$ cat src/rtl/mem_port_arbiter_if.sv
`default_nettype none
// ============================================================================
// Module      : mem_port_arbiter_if
// Description : Bundle of the fetch, data and external-memory handshakes
//               around the shared memory port arbiter.
// Revision    : 1.0 - initial release
// ============================================================================
interface mem_port_arbiter_if #(
  parameter int AW = 32,
  parameter int DW = 32
);
  // Instruction-fetch side
  logic          imem_req;
  logic [AW-1:0] imem_addr;
  logic [DW-1:0] imem_rdata;
  logic          imem_ready;
  // Data-memory side
  logic          dmem_req;
  logic          dmem_we;
  logic [AW-1:0] dmem_addr;
  logic [DW-1:0] dmem_wdata;
  logic [DW-1:0] dmem_rdata;
  logic          dmem_ready;
  // External single-ported memory
  logic          mem_req;
  logic          mem_we;
  logic [AW-1:0] mem_addr;
  logic [DW-1:0] mem_wdata;
  logic [DW-1:0] mem_rdata;
  logic          mem_ready;
  // Hazard-unit stall requests
  logic          stall_if;
  logic          stall_mem;

  // Arbiter view
  modport slave (
    input  imem_req, imem_addr,
    input  dmem_req, dmem_we, dmem_addr, dmem_wdata,
    input  mem_rdata, mem_ready,
    output imem_rdata, imem_ready,
    output dmem_rdata, dmem_ready,
    output mem_req, mem_we, mem_addr, mem_wdata,
    output stall_if, stall_mem
  );

  // Pipeline / memory environment view
  modport master (
    output imem_req, imem_addr,
    output dmem_req, dmem_we, dmem_addr, dmem_wdata,
    output mem_rdata, mem_ready,
    input  imem_rdata, imem_ready,
    input  dmem_rdata, dmem_ready,
    input  mem_req, mem_we, mem_addr, mem_wdata,
    input  stall_if, stall_mem
  );
endinterface
`default_nettype wire

$ cat src/rtl/mem_port_arbiter.sv
`default_nettype none
// ============================================================================
// Module      : mem_port_arbiter
// Description : Round-robin arbiter sharing one variable-latency memory port
//               between instruction fetch and data memory, with one-cycle
//               completion pulses and combinational stall requests.
// Revision    : 1.0 - initial release
// ============================================================================
module mem_port_arbiter #(
  parameter int AW = 32,
  parameter int DW = 32
) (
  input  logic                   clk,
  input  logic                   rst_n,
  mem_port_arbiter_if.slave      bus
);

  typedef enum logic [2:0] {
    S_IDLE   = 3'd0,
    S_BUSY_D = 3'd1,
    S_BUSY_I = 3'd2,
    S_RESP_D = 3'd3,
    S_RESP_I = 3'd4
  } state_t;

  // Encoding of the last side that owned the port
  localparam logic GNT_I = 1'b0;
  localparam logic GNT_D = 1'b1;

  state_t        state_q;
  logic          last_grant_q;
  logic          mem_req_q;
  logic          mem_we_q;
  logic [AW-1:0] mem_addr_q;
  logic [DW-1:0] mem_wdata_q;
  logic [DW-1:0] imem_rdata_q;
  logic [DW-1:0] dmem_rdata_q;
  logic          imem_ready_q;
  logic          dmem_ready_q;

  logic          gnt_data;
  logic          gnt_fetch;

  // Grant decision; the side completing in RESP is never regranted directly
  always_comb begin
    gnt_data  = 1'b0;
    gnt_fetch = 1'b0;
    case (state_q)
      S_IDLE: begin
        if (bus.dmem_req && (!bus.imem_req || (last_grant_q == GNT_I))) begin
          gnt_data = 1'b1;
        end else if (bus.imem_req) begin
          gnt_fetch = 1'b1;
        end
      end
      S_RESP_D: gnt_fetch = bus.imem_req;
      S_RESP_I: gnt_data  = bus.dmem_req;
      default: begin
        gnt_data  = 1'b0;
        gnt_fetch = 1'b0;
      end
    endcase
  end

  // Port FSM with registered handshake outputs and read-data capture
  always_ff @(posedge clk or negedge rst_n) begin
    if (!rst_n) begin
      state_q      <= S_IDLE;
      last_grant_q <= GNT_I;
      mem_req_q    <= 1'b0;
      mem_we_q     <= 1'b0;
      mem_addr_q   <= '0;
      mem_wdata_q  <= '0;
      imem_rdata_q <= '0;
      dmem_rdata_q <= '0;
      imem_ready_q <= 1'b0;
      dmem_ready_q <= 1'b0;
    end else begin
      imem_ready_q <= 1'b0;
      dmem_ready_q <= 1'b0;
      case (state_q)
        S_IDLE, S_RESP_D, S_RESP_I: begin
          if (gnt_data) begin
            state_q      <= S_BUSY_D;
            last_grant_q <= GNT_D;
            mem_req_q    <= 1'b1;
            mem_we_q     <= bus.dmem_we;
            mem_addr_q   <= bus.dmem_addr;
            mem_wdata_q  <= bus.dmem_wdata;
          end else if (gnt_fetch) begin
            state_q      <= S_BUSY_I;
            last_grant_q <= GNT_I;
            mem_req_q    <= 1'b1;
            mem_we_q     <= 1'b0;
            mem_addr_q   <= bus.imem_addr;
          end else begin
            state_q      <= S_IDLE;
          end
        end
        S_BUSY_D: begin
          if (bus.mem_ready) begin
            dmem_rdata_q <= bus.mem_rdata;
            dmem_ready_q <= 1'b1;
            mem_req_q    <= 1'b0;
            mem_we_q     <= 1'b0;
            state_q      <= S_RESP_D;
          end
        end
        S_BUSY_I: begin
          if (bus.mem_ready) begin
            imem_rdata_q <= bus.mem_rdata;
            imem_ready_q <= 1'b1;
            mem_req_q    <= 1'b0;
            mem_we_q     <= 1'b0;
            state_q      <= S_RESP_I;
          end
        end
        default: begin
          state_q   <= S_IDLE;
          mem_req_q <= 1'b0;
          mem_we_q  <= 1'b0;
        end
      endcase
    end
  end

  assign bus.mem_req    = mem_req_q;
  assign bus.mem_we     = mem_we_q;
  assign bus.mem_addr   = mem_addr_q;
  assign bus.mem_wdata  = mem_wdata_q;
  assign bus.imem_rdata = imem_rdata_q;
  assign bus.dmem_rdata = dmem_rdata_q;
  assign bus.imem_ready = imem_ready_q;
  assign bus.dmem_ready = dmem_ready_q;

  // Stall requests stay combinational so they fall in the ready cycle itself
  assign bus.stall_if  = bus.imem_req & ~imem_ready_q;
  assign bus.stall_mem = bus.dmem_req & ~dmem_ready_q;

endmodule
`default_nettype wire
$ cat src/flat_wrapper.sv
// flat-port wrapper written by rule: the top's interface ports become plain ports
module mem_port_arbiter_flat 
#(
  parameter int AW = 32,
  parameter int DW = 32
)
  (clk, rst_n, bus_imem_req, bus_imem_addr, bus_dmem_req, bus_dmem_we, bus_dmem_addr, bus_dmem_wdata, bus_mem_rdata, bus_mem_ready, bus_imem_rdata, bus_imem_ready, bus_dmem_rdata, bus_dmem_ready, bus_mem_req, bus_mem_we, bus_mem_addr, bus_mem_wdata, bus_stall_if, bus_stall_mem);
  mem_port_arbiter_if #(.AW(AW), .DW(DW)) bus_i ();
  input  logic clk;
  input  logic rst_n;
  input wire logic [$bits(bus_i.imem_req)-1:0] bus_imem_req;
  input wire logic [$bits(bus_i.imem_addr)-1:0] bus_imem_addr;
  input wire logic [$bits(bus_i.dmem_req)-1:0] bus_dmem_req;
  input wire logic [$bits(bus_i.dmem_we)-1:0] bus_dmem_we;
  input wire logic [$bits(bus_i.dmem_addr)-1:0] bus_dmem_addr;
  input wire logic [$bits(bus_i.dmem_wdata)-1:0] bus_dmem_wdata;
  input wire logic [$bits(bus_i.mem_rdata)-1:0] bus_mem_rdata;
  input wire logic [$bits(bus_i.mem_ready)-1:0] bus_mem_ready;
  output wire logic [$bits(bus_i.imem_rdata)-1:0] bus_imem_rdata;
  output wire logic [$bits(bus_i.imem_ready)-1:0] bus_imem_ready;
  output wire logic [$bits(bus_i.dmem_rdata)-1:0] bus_dmem_rdata;
  output wire logic [$bits(bus_i.dmem_ready)-1:0] bus_dmem_ready;
  output wire logic [$bits(bus_i.mem_req)-1:0] bus_mem_req;
  output wire logic [$bits(bus_i.mem_we)-1:0] bus_mem_we;
  output wire logic [$bits(bus_i.mem_addr)-1:0] bus_mem_addr;
  output wire logic [$bits(bus_i.mem_wdata)-1:0] bus_mem_wdata;
  output wire logic [$bits(bus_i.stall_if)-1:0] bus_stall_if;
  output wire logic [$bits(bus_i.stall_mem)-1:0] bus_stall_mem;
  assign bus_i.imem_req = bus_imem_req;
  assign bus_i.imem_addr = bus_imem_addr;
  assign bus_i.dmem_req = bus_dmem_req;
  assign bus_i.dmem_we = bus_dmem_we;
  assign bus_i.dmem_addr = bus_dmem_addr;
  assign bus_i.dmem_wdata = bus_dmem_wdata;
  assign bus_i.mem_rdata = bus_mem_rdata;
  assign bus_i.mem_ready = bus_mem_ready;
  assign bus_imem_rdata = bus_i.imem_rdata;
  assign bus_imem_ready = bus_i.imem_ready;
  assign bus_dmem_rdata = bus_i.dmem_rdata;
  assign bus_dmem_ready = bus_i.dmem_ready;
  assign bus_mem_req = bus_i.mem_req;
  assign bus_mem_we = bus_i.mem_we;
  assign bus_mem_addr = bus_i.mem_addr;
  assign bus_mem_wdata = bus_i.mem_wdata;
  assign bus_stall_if = bus_i.stall_if;
  assign bus_stall_mem = bus_i.stall_mem;
  mem_port_arbiter #(.AW(AW), .DW(DW)) u_core (.clk(clk), .rst_n(rst_n), .bus(bus_i));
endmodule
$ cat config.mk
export PLATFORM = sky130hd
export DESIGN_NAME = mem_port_arbiter_flat
export DESIGN_NICKNAME = d
export VERILOG_FILES = /design/src/rtl/mem_port_arbiter_if.sv /design/src/rtl/mem_port_arbiter.sv /design/src/flat_wrapper.sv
export SDC_FILE = /design/constraint.sdc
export NUM_CORES = 1
export LEC_CHECK = 0
export ABC_AREA = 1
export CAP_MARGIN = 20
export CORE_ASPECT_RATIO = 2
export CORE_MARGIN = 1.5
export CORE_UTILIZATION = 38
export CTS_BUF_LIST = sky130_fd_sc_hd__clkbuf_2
export DETAILED_ROUTE_END_ITERATION = 10
export GPL_TIMING_DRIVEN = 0
export PLACE_DENSITY = 0.76
export SKIP_LAST_GASP = 1
export SLEW_MARGIN = 40
export SYNTH_ARGS = -nofsm -noshare
export SYNTH_HDL_FRONTEND = slang
export SYNTH_SLANG_ARGS = --single-unit
export TNS_END_PERCENT = 5
$ cat constraint.sdc
create_clock -name clk -period 1.6 [get_ports clk]
set_input_delay 0.24 -clock clk [delete_from_list [all_inputs] [get_ports clk]]
set_output_delay 0.24 -clock clk [all_outputs]
set_load 0.03 [all_outputs]
### Word-level counts from Yosys, hierarchy flattened

Index checks and enable logic that the tools add are counted.

| operators by class | value |
|---|---|
| mux-type cells | 23 |
| reduce and logical (&&, ||, !) cells | 13 |
| equal/unequal tests | 8 |
| bitwise logic cells | 5 |

Operator list:

| operator | count |
|---|---|
| $mux 32 | 2 |
| $mux 1 | 12 |
| $reduce_and 2->1 | 6 |
| $mux 3 | 3 |
| $pmux 3 s3 | 1 |
| $pmux 1 s2 | 4 |
| $eq 3x2->1 const B | 2 |
| $ne 2x2->1 const B | 2 |
| $eq 3x1->1 const B | 1 |
| $eq 3x3->1 const B | 1 |
| $logic_not 3->1 | 1 |
| $ne 3x1->1 const B | 1 |
| $not 1->1 | 3 |
| $reduce_or 3->1 | 1 |
| $and 1x1->1 | 2 |
| $mux 2 | 1 |
| $ne 2x1->1 const B | 1 |
| $reduce_bool 2->1 | 1 |
| $reduce_or 2->1 | 1 |
| $logic_and 1x1->1 | 1 |
| $logic_not 1->1 | 1 |
| $logic_or 1x1->1 | 1 |

| word-level totals | value |
|---|---|
| logic and storage cells | 59 |
| input port bits | 134 |
| register bits | 136 |
| output and inout bits | 134 |

### Longest topological paths before layout

Gate-level depths: netlist of the first run.

| logic depth | value |
|---|---|
| depth after elaboration | 8 |
| gate-level depth with buffers | 10 |
| gate-level depth less buffers | 8 |

### Worst setup path after synthesis of the first run

No wires, ideal clock.

| timing | value |
|---|---|
| kind | reg2reg |
| start | register u_core.state_q[2] |
| end | register u_core.dmem_rdata_q[0], in the netlist u_core.bus.dmem_rdata[0] |
| path buffers | 1 |
| period minus slack after synthesis | 1.398 ns |
| setup slack | 0.202 ns |
| stages on the path, launching flop included | 6 |
| setup time | 0.125 ns |
| required time | 1.475 ns |
| arrival time | 1.273 ns |
| cell sequence | dfrtp_1 -> inv_2 -> nand3_1 -> nor2_1 -> buf_4 -> mux2_2 |

| on the way | value |
|---|---|
| longest elaborated chain between the ends | 2 |

Ends and longest elaborated chain:

| what | line | source |
|---|---|---|
| from (decl) | mem_port_arbiter.sv:30 | `state_t state_q;` |
| from (signal assigned) | mem_port_arbiter.sv:68 | `state_q <= S_IDLE;` |
| from (signal assigned) | mem_port_arbiter.sv:84 | `state_q <= S_BUSY_D;` |
| from (signal assigned) | mem_port_arbiter.sv:91 | `state_q <= S_BUSY_I;` |
| $eq 3x1->1 | mem_port_arbiter.sv:81 | `case (state_q)` |
| $reduce_and 2->1 (no source line) | n/a |  |
| to (signal assigned) | mem_port_arbiter.sv:102 | `dmem_rdata_q <= bus.mem_rdata;` |
| to (decl) | mem_port_arbiter.sv:37 | `logic [DW-1:0] dmem_rdata_q;` |

No other way between the ends.
A chain may end at the register's enable or synchronous reset.

### Worst setup path in the final report of the first run

| timing | value |
|---|---|
| start | register u_core.mem_wdata_q[17], in the netlist u_core.bus.mem_wdata[17] |
| end | output port bus_mem_wdata[17] |

RTL lines:

| what | line | source |
|---|---|---|
| from (decl) | mem_port_arbiter.sv:35 | `logic [DW-1:0] mem_wdata_q;` |
| from (signal assigned) | mem_port_arbiter.sv:89 | `mem_wdata_q <= bus.dmem_wdata;` |
| to (decl) | flat_wrapper.sv:26 | `output wire logic [$bits(bus_i.mem_wdata)-1:0] bus_mem_wdata;` |

No word-level cell between the ends.

==> results of run 1 <==
-- final timing paths --
| path | slack, ps | start | end |
|---|---|---|---|
| worst max-delay path | -50 | u_core.bus.mem_wdata[17] | bus_mem_wdata[17] |
| worst min-delay path | 70 | bus_mem_rdata[3] | u_core.bus.imem_rdata[3] |
| worst max register to register | -40 | u_core.state_q[1] | u_core.bus.dmem_rdata[4] |
| worst min register to register | 490 | u_core.bus.mem_wdata[3] | u_core.bus.mem_wdata[3] |
| max in group asynchronous | 390 | rst_n | u_core.bus.mem_wdata[19] |
| min in group asynchronous | 600 | rst_n | u_core.bus.mem_addr[3] |
-- sequential cells by signal, summed over array words and instances (netlist names) --
name	flops
u_core.bus.dmem_rdata	32
u_core.bus.imem_rdata	32
u_core.bus.mem_addr	32
u_core.bus.mem_wdata	32
u_core.state_q	3
u_core.bus.dmem_ready	1
u_core.bus.imem_ready	1
u_core.bus.mem_req	1
u_core.bus.mem_we	1
u_core.last_grant_q	1
-- cells by family (layout without fill, tap and decap cells) --
family / Yosys count / in the layout / share of synthesized area
multiplexers: 16 / 16 / 0.03234
AND/OR/NAND/NOR: 405 / 405 / 0.2772
flip-flops: 136 / 136 / 0.6110
AO/OA/AOI/OAI: 34 / 34 / 0.03055
buffers and inverters: 55 / 386 / 0.04897
other: 0 / 1 / 0
-- synthesized netlist by cell type --
master    count
inv_2         5
nor2_2        3
nor2_1       24
buf_4         5
o21ai_0      13
clkbuf_1      3
buf_2        20
dfrtp_1     136
a21oi_1      17
nor2_4        1
buf_6         3
nand2_2       2
nand2_1     372
nand3_1       3
mux2_2       16
inv_1        19
o21ai_1       4
-- routing by layer --
metal	track usage	vias to the layer above	share of wire	wire, um
li1	-	2599	-	-
met1	0.2283	2465	0.34	6045
met2	0.4303	167	0.56	9877
met3	0.05698	39	0.058	1027
met4	0.1133	0	0.041	724
met5	0	-	0	0
-- power by group through the flow --
stage                     clock network [mW]  registers, mW  logic [mW]
after floorplan                            0           9.07        2.77
after global placement                     0           5.91        10.4
after detailed placement                   0           5.97        10.6
after CTS                               2.18           5.89        10.0
after global routing                    2.29           6.13        11.1
final                                   2.11           5.93        10.4
-- stage by stage --
step,power (mW),utilization
2_1_floorplan,11.84,-
3_3_place_gp,16.36,0.5911
3_5_place_dp,16.55,0.5953
4_1_cts,18.12,0.6274
5_1_grt,19.51,0.6411
6_report,18.40,0.6411
-- area by class of cell --
cell class	instances	area share
Tap cell	192	0.02611
Antenna cell	1	0.0002720
Timing Repair Buffer	301	0.3336
Inverter	24	0.01006
Multi-Input combinational cell	455	0.2097
Buffer	31	0.02380
Clock inverter	13	0.01714
Clock buffer	17	0.009248
Sequential cell	136	0.3701
-- cell usage in the layout, fill, tap and decap left out, drive strengths merged --
cell	count
clkdlybuf4s50	132
clkdlybuf4s15	92
clkinvlp	6
inv	24
clkbuf	23
nand2	374
bufinv	3
dlygate4sd3	19
clkinv	4
a21oi	17
dfrtp	136
nand3	3
o21ai	17
buf	83
mux2	16
nor2	28
diode	1
-- repair_timing --
item / 4_1_cts / 5_1_grt
resized for setup: 481 / 73
pin swaps: 2 / 5
hold endpoints to repair: 153 / 0
gates cloned: 0 / 2
buffers inserted: 1 / 9
endpoints found under the setup margin: 167 / 240
hold buffers: 20 / 0
==> results by group, run 1 <==
Global routing
  – First-pass GRT wire length: between 20000 and 30000 um
  – Number of global-route vias before repair: around 5200
  – Total congestion overflow after global routing: 0
  – Largest net degree at the start of global routing: 60
  – Antenna violations before repair: 1
  – Global Route Usage Sum: 0.2314

Place
  – Post-placement cell count: 1107
  – Detailed Place HPWL: between 10000 and 15000 um
  – Last weighted congestion value of the routability-driven placer: ~0.84
  – Instance area after placement: ~8500 um^2
  – Port Buffer Count: 267
  – Place WS: -385.8 ps

Worst setup path
  – Top Family by Delay on Critical Path: flip-flops
  – WP data required: around 1400 ps
  – Arrival time reported for the critical path endpoint: 1410 ps
  – Buf+Inv Stages, Crit Path: 1
  – Stages on worst setup path: 1
  – Classification of the worst setup path: reg2out
  – Launching element type of the critical path: flop
  – Cells traversed along the worst timing path: clkdlybuf4s15_2
  – Crit path capture type: primary output
  – Maximum cell stage delay along the critical path: approximately 420 ps
  – Largest fanout on the critical path: 2
  – Library cell contributing the largest single delay on the critical path: dfrtp_1
  – Worst reg2reg path depth: 5

STA
  – Min Hold Slack: 73.90 ps
  – Setup repair after global routing missed its margin: yes
  – Final Hold Viols: 0
  – Final clock skew: about 39 ps
  – Measured slew at the worst slew-check pin: between 400 and 500 ps
  – Achievable frequency: a little over 600 MHz
  – Summed negative setup slack over all endpoints: -2793 ps
  – Worst rel slew slack: 0.6761
  – Minimum clock period after layout: approximately 1700 ps
  – Ratio of final minimum period to clock period: 1.032
  – Final critical-path setup slack: -51.91 ps
  – Final setup fails: between 100 and 150
  – Slew Limit Fails: 0

Worst hold path
  – Hold Path Depth: 3
  – Path category of the worst min-delay check: in2reg

Power and ir drop
  – Power spent charging and discharging nets: ~8.6 mW
  – Switching part of the total: 0.4662
  – Peak supply drop: 1016 uV
  – Cell internal power dissipation: just under 10 mW
  – Power share of the sequential group: 0.322
  – Combinational Power Share: 0.563
  – Fraction of power consumed by the clock network: 0.115
  – Power density cells: ~2000 nW/um^2
  – Standby leakage power: roughly 4.6 nW

Final layout
  – Share of post-route cells with drive strength above 1: 0.2467
  – Final net count: 1100
  – Post-route non-filler standard cell count: roughly 1200
  – Layout area overhead: 65.16%
  – Final Cell Area: 9200 um^2
  – Combined area of the multi-input logic cells: 1929 um^2
  – Sequential cell area: approximately 3400 um^2
  – # fillers: between 1000 and 1500

Synthesis
  – Number of synthesis warnings: 0
  – Post-synthesis instance area: 5570 um^2
  – Synthesized flop and latch total: between 100 and 150
  – Register area share after synthesis: 0.6110
  – Share of the synthesized area in the top cell type: 0.6110
  – Yosys cell types: 17
  – Net Count, Synth: a little under 800
  – Instance count of the mapped netlist: about 650
  – Cell accounting for the most synthesized area: dfrtp_1
  – Mean instance size in the synthesized netlist: between 8 and 9 um^2
  – Leading post-synthesis cells by cell area: dfrtp_1 61%, nand2_1 25%, mux2_2 3.2%

Clock tree
  – Worst-Skew Late Latency: 710 ps
  – Clock slew at the register clock pins of the worst setup and hold paths: 200 ps
  – Clock buffer count from CTS: 17
  – CTS HTree Levels: 4
  – Clock Root Buffer: clkbuf_2
  – CTS tree: built
  – Number of sinks handled by clock tree synthesis: around 140
  – Buffer depth of the longest clock path: 2

Floorplanning
  – Width of the die: about 90 um
  – Standard cell core area: between 10000 and 15000 um^2
  – Starting utilization of the core area: 0.3881
  – Chip height: approximately 170 um
  – Number of rows created at floorplan: 62
  – Die Outline Area: ~15000 um^2
  – Boundary Pins: 268

Detailed routing
  – WL per Instance: roughly 15 um
  – Vias/cell: ~4.5
  – Detailed-router iteration count before antenna repair: 4
  – Detail Route Antenna Nets: 0
  – Number of remaining DRC errors: 0
  – Initial detailed-routing violation count: between 200 and 250
  – Total vias in the final route: around 5300
  – Total detailed-routing wirelength: between 15000 and 20000 um

Flow run
  – Number of maximum-capacitance constraint violations: 0

Run status
  – Failing checks: setup timing
  – Run status: complete, but fails checks
Note: power is estimated with default switching activity, not from simulation.
==> inputs of run 2 (changes only) <==
--- a/config.mk
+++ b/config.mk
@@ -11,6 +11,7 @@
 export CORE_MARGIN = 1.5
 export CORE_UTILIZATION = 38
 export CTS_BUF_LIST = sky130_fd_sc_hd__clkbuf_2
+export CTS_CLUSTER_SIZE = 28
 export DETAILED_ROUTE_END_ITERATION = 10
 export GPL_TIMING_DRIVEN = 0
 export PLACE_DENSITY = 0.76
==> results of run 2 <==
The final DEF is identical to that of run 1; final timing and power are the same.
